==> config.mk <==
export PLATFORM = sky130hd
export DESIGN_NAME = wb_arbiter
export DESIGN_NICKNAME = d
export VERILOG_FILES = /design/src/rtl/wb_arbiter.sv
export SDC_FILE = /design/constraint.sdc
export NUM_CORES = 1
export LEC_CHECK = 0
export CAP_MARGIN = 20
export CORE_ASPECT_RATIO = 1.25
export CORE_MARGIN = 2
export CORE_UTILIZATION = 55
export DETAILED_ROUTE_END_ITERATION = 10
export GPL_TIMING_DRIVEN = 0
export PLACE_DENSITY_LB_ADDON = 0.25
export SLEW_MARGIN = 15
export SYNTH_ARGS = -nofsm -noshare
export SYNTH_HDL_FRONTEND = slang
export SYNTH_SLANG_ARGS = --single-unit
export TNS_END_PERCENT = 20
==> constraint.sdc <==
create_clock -name clk -period 3.08 [get_ports clk]
set_input_delay 0.308 -clock clk [delete_from_list [all_inputs] [get_ports clk]]
set_output_delay 0.308 -clock clk [all_outputs]
set_load 0.03 [all_outputs]
==> src/rtl/wb_arbiter.sv <==
// Writeback arbiter: merges ALU results and load responses onto the
// register-file write port, with a load-response FIFO and pending-load scoreboard.
module wb_arbiter #(
  parameter int DEPTH = 4
) (
  input  logic        clk,
  input  logic        nrst,
  input  logic [4:0]  alu_rd,
  input  logic [31:0] alu_data,
  input  logic        ld_issue,
  input  logic [4:0]  ld_issue_rd,
  input  logic        ld_valid,
  output logic        ld_ready,
  input  logic [4:0]  ld_rd,
  input  logic [31:0] ld_data,
  input  logic [4:0]  rs,
  input  logic [4:0]  rt,
  output logic        hazard,
  output logic [4:0]  rd,
  output logic [31:0] rd_data
);

  localparam int AW = $clog2(DEPTH);
  localparam logic [AW:0] L_FULL = (AW+1)'(DEPTH);

  logic [AW:0]   r_count;
  logic [AW-1:0] r_wptr;
  logic [AW-1:0] r_rptr;
  logic [4:0]    r_mem_rd   [DEPTH];
  logic [31:0]   r_mem_data [DEPTH];
  logic [31:1]   r_pend;
  logic [4:0]    r_rd;
  logic [31:0]   r_rd_data;

  logic        w_alu;
  logic        w_empty;
  logic        w_accept;
  logic        w_ld_nz;
  logic        w_pop;
  logic        w_flow;
  logic        w_push;
  logic        w_ld_wr;
  logic [4:0]  w_ld_wr_rd;
  logic [31:0] w_ld_wr_data;
  logic [31:0] w_pend_full;
  logic [31:0] w_set;
  logic [31:0] w_clr;
  logic [31:0] w_pend_nxt;

  assign ld_ready = (r_count < L_FULL);
  assign w_alu    = (alu_rd != 5'd0);
  assign w_empty  = (r_count == '0);
  assign w_accept = ld_valid && ld_ready;
  assign w_ld_nz  = (ld_rd != 5'd0);

  // Flow-through only when nothing is queued, so arrival order holds.
  assign w_pop  = !w_alu && !w_empty;
  assign w_flow = !w_alu && w_empty && w_accept && w_ld_nz;
  assign w_push = w_accept && w_ld_nz && !w_flow;

  assign w_ld_wr      = w_pop || w_flow;
  assign w_ld_wr_rd   = w_pop ? r_mem_rd[r_rptr] : ld_rd;
  assign w_ld_wr_data = w_pop ? r_mem_data[r_rptr] : ld_data;

  assign w_pend_full = {r_pend, 1'b0};
  assign hazard = w_pend_full[rs] || w_pend_full[rt];

  always_comb begin
    w_set = '0;
    w_clr = '0;
    if (ld_issue) w_set[ld_issue_rd] = 1'b1;
    if (w_ld_wr) w_clr[w_ld_wr_rd] = 1'b1;
    // Set after clear: a re-issued load keeps the register pending.
    w_pend_nxt = (w_pend_full & ~w_clr) | w_set;
  end

  always_ff @(posedge clk) begin
    if (w_push) begin
      r_mem_rd[r_wptr]   <= ld_rd;
      r_mem_data[r_wptr] <= ld_data;
    end
  end

  always_ff @(posedge clk or negedge nrst) begin
    if (!nrst) begin
      r_count   <= '0;
      r_wptr    <= '0;
      r_rptr    <= '0;
      r_pend    <= '0;
      r_rd      <= '0;
      r_rd_data <= '0;
    end else begin
      r_pend <= w_pend_nxt[31:1];
      if (w_push) r_wptr <= r_wptr + 1'b1;
      if (w_pop) r_rptr <= r_rptr + 1'b1;
      if (w_push && !w_pop) r_count <= r_count + 1'b1;
      else if (w_pop && !w_push) r_count <= r_count - 1'b1;
      if (w_alu) begin
        r_rd      <= alu_rd;
        r_rd_data <= alu_data;
      end else if (w_ld_wr) begin
        r_rd      <= w_ld_wr_rd;
        r_rd_data <= w_ld_wr_data;
      end else begin
        r_rd <= '0;
      end
    end
  end

  assign rd      = r_rd;
  assign rd_data = r_rd_data;

endmodule

==> metrics.cfg, run 1 <==
[die]
row_count = 54
die_h_um = 153
start_util = 0.561
dieWidth_um = 123
io_pins = 132
die-area_mm2 = 0.0189
core_mm2 = 0.0174

[drt]
vias = 6806
drc_errors = 0
wl_per_cell_um = 21.7
via_per_inst = 6.10
antenna_left = 0
drt-total-wl_um = 24200
dr.pass1.iters = 7
drtIter0Drc = 487

[setup_path]
reg2reg_from = r_count[0]$_DFFE_PN0P_
cp_slowest_cell = nor3_1
r2r_end = r_count[1]$_DFFE_PN0P_
worstPathMaxFanout = 10
critical-path-max-stage-delay_ns = 0.59
r2r_slack_ns = 0.21
crit_path_cell_trace = nor3_1, buf_2, a21oi_1, ha_1, inv_1, fa_1, mux2_2
critPathCaptureType = register
cp_data_arrival_time_ns = 3.25
start_kind = register
path_class = register to register
reg2reg_depth = 7
critical_path_required_ns = 3.47
cp.buffers_inverters = 2
cpLargestDelayFamily = adder cells

[synthesis]
ys_types = 43
seq_area_frac_synth = 0.646
syn_nets = 814
syn-mean-instance-area_um2 = 13.7
synthArstFlopShare = 0.336
ys_warn_count = 0
synthCells = 715
yosys-top-cells-count = nand2_1, edfxtp_1, dfrtp_1
ys.flop_type = edfxtp_1
synth.area.top_cells = edfxtp_1, dfrtp_1, mux4_2, nand2_1, o21ai_0
yosysMostFrequentCell = nand2_1
ys_ff_latch = 223
synth-edff-count = 148
post-synth-top-area-cell = edfxtp_1
synth_area_mm2 = 0.00978
yosysTopAreaCellShare = 0.454

[placement]
pre_cts_slack_ns = -0.222
portBuffers = 127
hpwl_um = 16300
gp_congestion = 0.881

[timing]
rsz0062_at_grt = no
finalSetupViolations = 0
finalCritPeriodShare = 0.931
relSlewSlack = 0.405
worst_pin_slew_ns = 0.867
fmax_mhz = 349
hold_viol_final = 0
fin_ws_ns = 0.213
period_minus_slack_ns = 2.87
skew_ns = 0.0140
finalMaxSlewViolations = 0

[cts]
clk_path_buf_depth = 3
ctsRootBufferMaster = clkbuf_16
clkTransAtPathRegs_ns = 0.06
clock_sinks = 223
clock_latency_ns = 0.51
cts_tree = yes
htreeDepth = 1
cts_made_buffers = 23
cts_setup_buffers = 0

[min_path]
hold_class = input pin to asynchronous set/reset pin

[final_layout]
diodes = 0
final_util = 0.698
drive_gt1_frac = 0.122
area_growth_pct = 24.3
fin_nets = 973

[pwr]
comb_power_share = 0.271
pwr-share-clk = 0.292
total_power_w = 0.00883
p_leak_nw = 4.23
irDropWorstVdd_mv = 0.521
powerDensity_mw_per_mm2 = 726
p_seq_frac = 0.437
netSwitchingFraction = 0.295
p_sw_w = 0.00261
p_int_w = 0.00622

[global_routing]
antenna_found_initial = 0
grt_pass1_vias = 7138
grt_usage = 0.264
grt-ovfl-total = 0
grt_max_degree = 45
grt_pass1_wl_um = 38100

[job]
cap_violations = 0

[outcome]
status = complete, no violations

[timing repair]
action / CTS / global route
resized for setup: 0 / 1
hold buffers: 1 / 0
setup endpoints to repair: 0 / 1
endpoints found under the hold margin: 31 / 0
[cells by family after synthesis]
group                      after synthesis  share of synthesized area
DFF                                    223                      0.646
AOI/OAI and AO/OA                      121                     0.0785
muxes                                   64                      0.132
adders and majority gates                6                    0.00844
and+or+nand+nor                        246                      0.109
buffers and inverters                   49                     0.0202
xor gates and xnor gates                 6                    0.00537
[flip-flops by register name, summed over array words and instances (netlist names)]
signal      flops
rd              5
r_wptr          2
r_count         3
r_mem_data    128
r_mem_rd       20
rd_data        32
r_pend         31
r_rptr          2
[area by class of cell]
cell class                 count  area (um^2)
fill                        1193         5270
buffer                        41          168
clock inverter                 8         73.8
multi-input combinational    443         3270
tap                          224          280
clock buffer                  34          617
timing repair buffer         134         1400
inverter                       8         30.0
sequential                   223         6320
[per-stage QoR]
step,hold WS (ns),setup TNS [ns],std cells,cell area [um^2]
after detailed placement,0.298,-9.89,1071,11500
after global routing,0.359,0,1115,12200
after CTS,0.316,0,1114,12200
after floorplan,0.0124,0,715,9780
final,0.313,0,1115,12200
after global placement,0.465,-201.12,1066,11300
[metal layers]
layer | up-vias | track usage | wire length (um)
li1 | 3017 | - | -
met1 | 3443 | 0.317 | 8940
met2 | 290 | 0.477 | 13100
met4 | 0 | 0.0958 | 824
met3 | 56 | 0.0358 | 1350
met5 | - | 0 | 0
[power groups by stage]
stage | Sequential, W | Combinational [W] | Clock (W)
6_report | 0.00386 | 0.00240 | 0.00258
5_1_grt | 0.00389 | 0.00259 | 0.00273
4_1_cts | 0.00386 | 0.00241 | 0.00260
3_5_place_dp | 0.00391 | 0.00238 | 0
3_3_place_gp | 0.00389 | 0.00226 | 0
2_1_floorplan | 0.00392 | 0.00154 | 0
[worst max path at each step]
stage	start	to	depth (start not counted)
2_1_floorplan	alu_rd[0]	r_count[1]$_DFFE_PN0P_	8
3_3_place_gp	nrst	rd_data[13]$_DFFE_PN0P_	1
3_5_place_dp	ld_rd[2]	r_count[1]$_DFFE_PN0P_	8
4_1_cts	r_pend[31]$_DFF_PN0_	hazard	5
5_1_grt	r_count[0]$_DFFE_PN0P_	r_count[1]$_DFFE_PN0P_	7
6_report	r_count[0]$_DFFE_PN0P_	r_count[1]$_DFFE_PN0P_	7
[worst reg2reg max path: stages (launching register included)]
cell	delay [ns]
dfrtp_1	0.43
nor3_1	0.59
buf_2	0.37
a21oi_1	0.28
ha_1	0.32
inv_1	0.07
fa_1	0.41
mux2_2	0.28
[cells in the final DEF (no fill, tap or decap), types with 3 or more instances in the layout]
cell type | synthesis | final
nand2_1 | 170 | 170
edfxtp_1 | 148 | 148
clkdlybuf4s50_1 | 0 | 125
dfrtp_1 | 75 | 75
o21ai_0 | 67 | 67
mux4_2 | 52 | 52
clkbuf_1 | 25 | 36
nand3_1 | 36 | 36
o31ai_1 | 31 | 31
clkbuf_16 | 0 | 23
buf_2 | 11 | 12
nor2_1 | 11 | 11
mux2i_1 | 9 | 9
inv_1 | 7 | 7
buf_1 | 5 | 5
a21oi_1 | 5 | 5
a31oi_1 | 5 | 5
xnor2_1 | 5 | 5
ha_1 | 5 | 5
nor3b_1 | 4 | 4
and2_2 | 0 | 4
nor4_1 | 3 | 3
o21bai_1 | 3 | 3
and3_1 | 3 | 3
mux2_2 | 3 | 3
clkinv_1 | 0 | 3
buf_12 | 0 | 3
(Power assumes the default switching activity.)
==> inputs of run 2 (changes only) <==
--- a/config.mk
+++ b/config.mk
@@ -8,7 +8,7 @@
 export CAP_MARGIN = 20
 export CORE_ASPECT_RATIO = 1.25
 export CORE_MARGIN = 2
-export CORE_UTILIZATION = 55
+export CORE_UTILIZATION = 28
 export DETAILED_ROUTE_END_ITERATION = 10
 export GPL_TIMING_DRIVEN = 0
 export PLACE_DENSITY_LB_ADDON = 0.25
@@ -16,4 +16,3 @@
 export SYNTH_ARGS = -nofsm -noshare
 export SYNTH_HDL_FRONTEND = slang
 export SYNTH_SLANG_ARGS = --single-unit
-export TNS_END_PERCENT = 20
==> run 2 against run 1 <==
Effect of this change: sequential power about the same; wire length increased by 7.8%; setup slack improved by 0.10 ns; via count decreased by 5.0%; die area increased by 93%; utilization decreased by 33 points; combinational power about the same; count of clock-buffer cells in the layout increased by 3.
==> metrics.cfg, run 2 (synthesis gave the netlist of run 1 again) <==
[pwr]
p_leak_nw = 4.33  ; was 4.23 nW
total_power_w = 0.00934  ; was 0.00883 W
p_sw_w = 0.00274  ; was 0.00261 W
pwr-share-clk = 0.334  ; was 0.292
powerDensity_mw_per_mm2 = 738  ; was 726 mW/mm^2
p_int_w = 0.00660  ; was 0.00622 W
netSwitchingFraction = 0.293  ; was 0.295
comb_power_share = 0.254  ; was 0.271
irDropWorstVdd_mv = 0.311  ; was 0.521 mV
p_seq_frac = 0.411  ; was 0.437

[setup_path]
r2r_end = r_count[1]$_DFFE_PN0P_  ; unchanged
worstSetupStartpoint = ld_rd[1]  ; was r_count[0]$_DFFE_PN0P_
cp.buffers_inverters = 2  ; unchanged
worstPathMaxFanout = 9  ; was 10
r2r_slack_ns = 0.44  ; was 0.21 ns
cp_data_arrival_time_ns = 3.17  ; was 3.25 ns
critical-path-max-stage-delay_ns = 0.63  ; was 0.59 ns
start_kind = input pin  ; was register
reg2reg_from = r_count[0]$_DFFE_PN0P_  ; unchanged
critPathCaptureType = register  ; unchanged
critical_path_required_ns = 3.49  ; was 3.47 ns
crit_path_cell_trace = clkdlybuf4s50_1, or4_1, o21ai_0, a21oi_1, ha_1, inv_1, fa_1, mux2_2  ; was nor3_1, buf_2, a21oi_1, ha_1, inv_1, fa_1, mux2_2
path_class = input pin to register  ; was register to register
reg2reg_depth = 7  ; unchanged
cp_slowest_cell = clkdlybuf4s50_1  ; was nor3_1
cpLargestDelayFamily = adder cells  ; unchanged

[timing]
finalMaxSlewViolations = 0  ; unchanged
finalCritPeriodShare = 0.898  ; was 0.931
period_minus_slack_ns = 2.77  ; was 2.87 ns
whs_ns = 0.307  ; was 0.313 ns
fmax_mhz = 361  ; was 349 MHz
skew_ns = 0.00813  ; was 0.0140 ns
finalSetupViolations = 0  ; unchanged
worst_pin_slew_ns = 0.817  ; was 0.867 ns
hold_viol_final = 0  ; unchanged
fin_setup_tns_ns = 0  ; unchanged
rsz0062_at_grt = no  ; unchanged
relSlewSlack = 0.440  ; was 0.405

[die]
dieWidth_um = 171  ; was 123 um
core_mm2 = 0.0344  ; was 0.0174 mm^2
die_h_um = 213  ; was 153 um
io_pins = 132  ; unchanged
start_util = 0.284  ; was 0.561
row_count = 76  ; was 54
die-area_mm2 = 0.0365  ; was 0.0189 mm^2

[global_routing]
grt_pass1_vias = 6954  ; was 7,138
grt_usage = 0.145  ; was 0.264
grt-ovfl-total = 0  ; unchanged
grt_max_degree = 43  ; was 45
antenna_found_initial = 1  ; was 0
grt_pass1_wl_um = 40500  ; was 38,100 um

[drt]
dr.pass1.iters = 5  ; was 7
vias = 6468  ; was 6,806
via_per_inst = 4.73  ; was 6.10
wl_per_cell_um = 19.1  ; was 21.7 um
drtIter0Drc = 510  ; was 487
drc_errors = 0  ; unchanged
antenna_left = 0  ; unchanged
drt-total-wl_um = 26100  ; was 24,200 um

[placement]
gp_congestion = 0.759  ; was 0.881
portBuffers = 127  ; unchanged
hpwl_um = 17800  ; was 16,300 um

[final_layout]
area_growth_pct = 29.3  ; was 24.3%
drive_gt1_frac = 0.137  ; was 0.122
final_cell_mix = nand2_1, edfxtp_1, clkdlybuf4s50_1  ; unchanged
regArea_mm2 = 0.00632  ; unchanged
fin_nets = 977  ; was 973
num-fill-cells = 3435  ; was 1,193
layout_commonest_cell = nand2_1  ; unchanged
largest_register_ffs = 128  ; unchanged
largest-register = r_mem_data  ; unchanged
multi_input_area_mm2 = 0.00327  ; about the same

[min_path]
hold_class = input pin to asynchronous set/reset pin  ; unchanged

[cts]
cts_tree = yes  ; unchanged
clk_path_buf_depth = 3  ; unchanged
clock_sinks = 223  ; unchanged
ctsRootBufferMaster = clkbuf_16  ; unchanged
cts_setup_buffers = 0  ; unchanged
cts_made_buffers = 27  ; was 23
htreeDepth = 1  ; unchanged
clkTransAtPathRegs_ns = 0.06  ; about the same
clock_latency_ns = 0.52  ; was 0.51 ns

[job]
cap_violations = 0  ; unchanged

[outcome]
status = complete, no violations  ; unchanged

[run 2: changes by cell type in the layout (fill, tap and decap cells not counted), moves of 2 or more]
| cell | delta |
|---|---|
| clkbuf_8 | +4 |
| clkinv_4 | +2 |
| diode_2 | +2 |
| clkbuf_16 | +4 |
| clkinv_2 | +4 |
| clkbuf_1 | -6 |
[run 2: worst reg2reg max path, stage by stage (launching register included)]
cell	delay [ns]
dfrtp_1	0.44
nor3_2	0.40
buf_2	0.35
a21oi_1	0.29
ha_1	0.31
inv_1	0.07
fa_1	0.40
mux2_2	0.27
[run 2: layer usage]
metal | track usage | part of all wire | routed length, um | up-vias
met5 | 0 | 0.00042 | 11 | -
met4 | 0.0438 | 0.026 | 670 | 2
met3 | 0.0261 | 0.049 | 1290 | 52
li1 | - | - | - | 3025
met1 | 0.187 | 0.44 | 11500 | 3233
met2 | 0.246 | 0.48 | 12700 | 156
[run 2: stage by stage]
step	cell area [um^2]	cells	setup WS [ns]	util
floorplan	9780	715	0.579	-
global placement	11600	1310	-1.50	0.338
detailed placement	11800	1316	-0.236	0.341
CTS	12600	1366	0.00651	0.367
global route	12600	1366	0.170	0.367
finish	12600	1368	0.314	0.367
[run 2: area by class of cell]
type / instances / area share
clock buffer: 37 / 0.0596
sequential: 223 / 0.500
multi-input combinational: 443 / 0.259
inverter: 8 / 0.00237
clock inverter: 12 / 0.00900
antenna: 2 / 0.000396
buffer: 41 / 0.0134
timing repair buffer: 134 / 0.110
tap: 468 / 0.0463
[run 2: power groups by stage]
stage / Sequential (W) / Clock [W] / Combinational, W
floorplan: 0.00392 / 0 / 0.00154
global placement: 0.00391 / 0 / 0.00236
detailed placement: 0.00390 / 0 / 0.00243
CTS: 0.00384 / 0.00319 / 0.00244
global route: 0.00389 / 0.00332 / 0.00263
finish: 0.00384 / 0.00312 / 0.00237
[run 2: repair_timing]
item / 4_1_cts / 5_1_grt
hold buffers: 1 / 0
hold endpoints to repair: 33 / 0
setup endpoints to repair: 0 / 5
resized for setup: 0 / 4
[run 2: worst max-delay path by stage]
stage / endpoint / slack, ns / cells past startpoint
floorplan: r_count[1]$_DFFE_PN0P_ / 0.58 / 8
detailed placement: r_mem_data[2][12]$_DFFE_PP_ / -0.24 / 6
CTS: hazard / 0.007 / 5
finish: r_count[1]$_DFFE_PN0P_ / 0.31 / 8
global route: r_count[1]$_DFFE_PN0P_ / 0.17 / 8
global placement: rd_data[15]$_DFFE_PN0P_ / -1.50 / 1
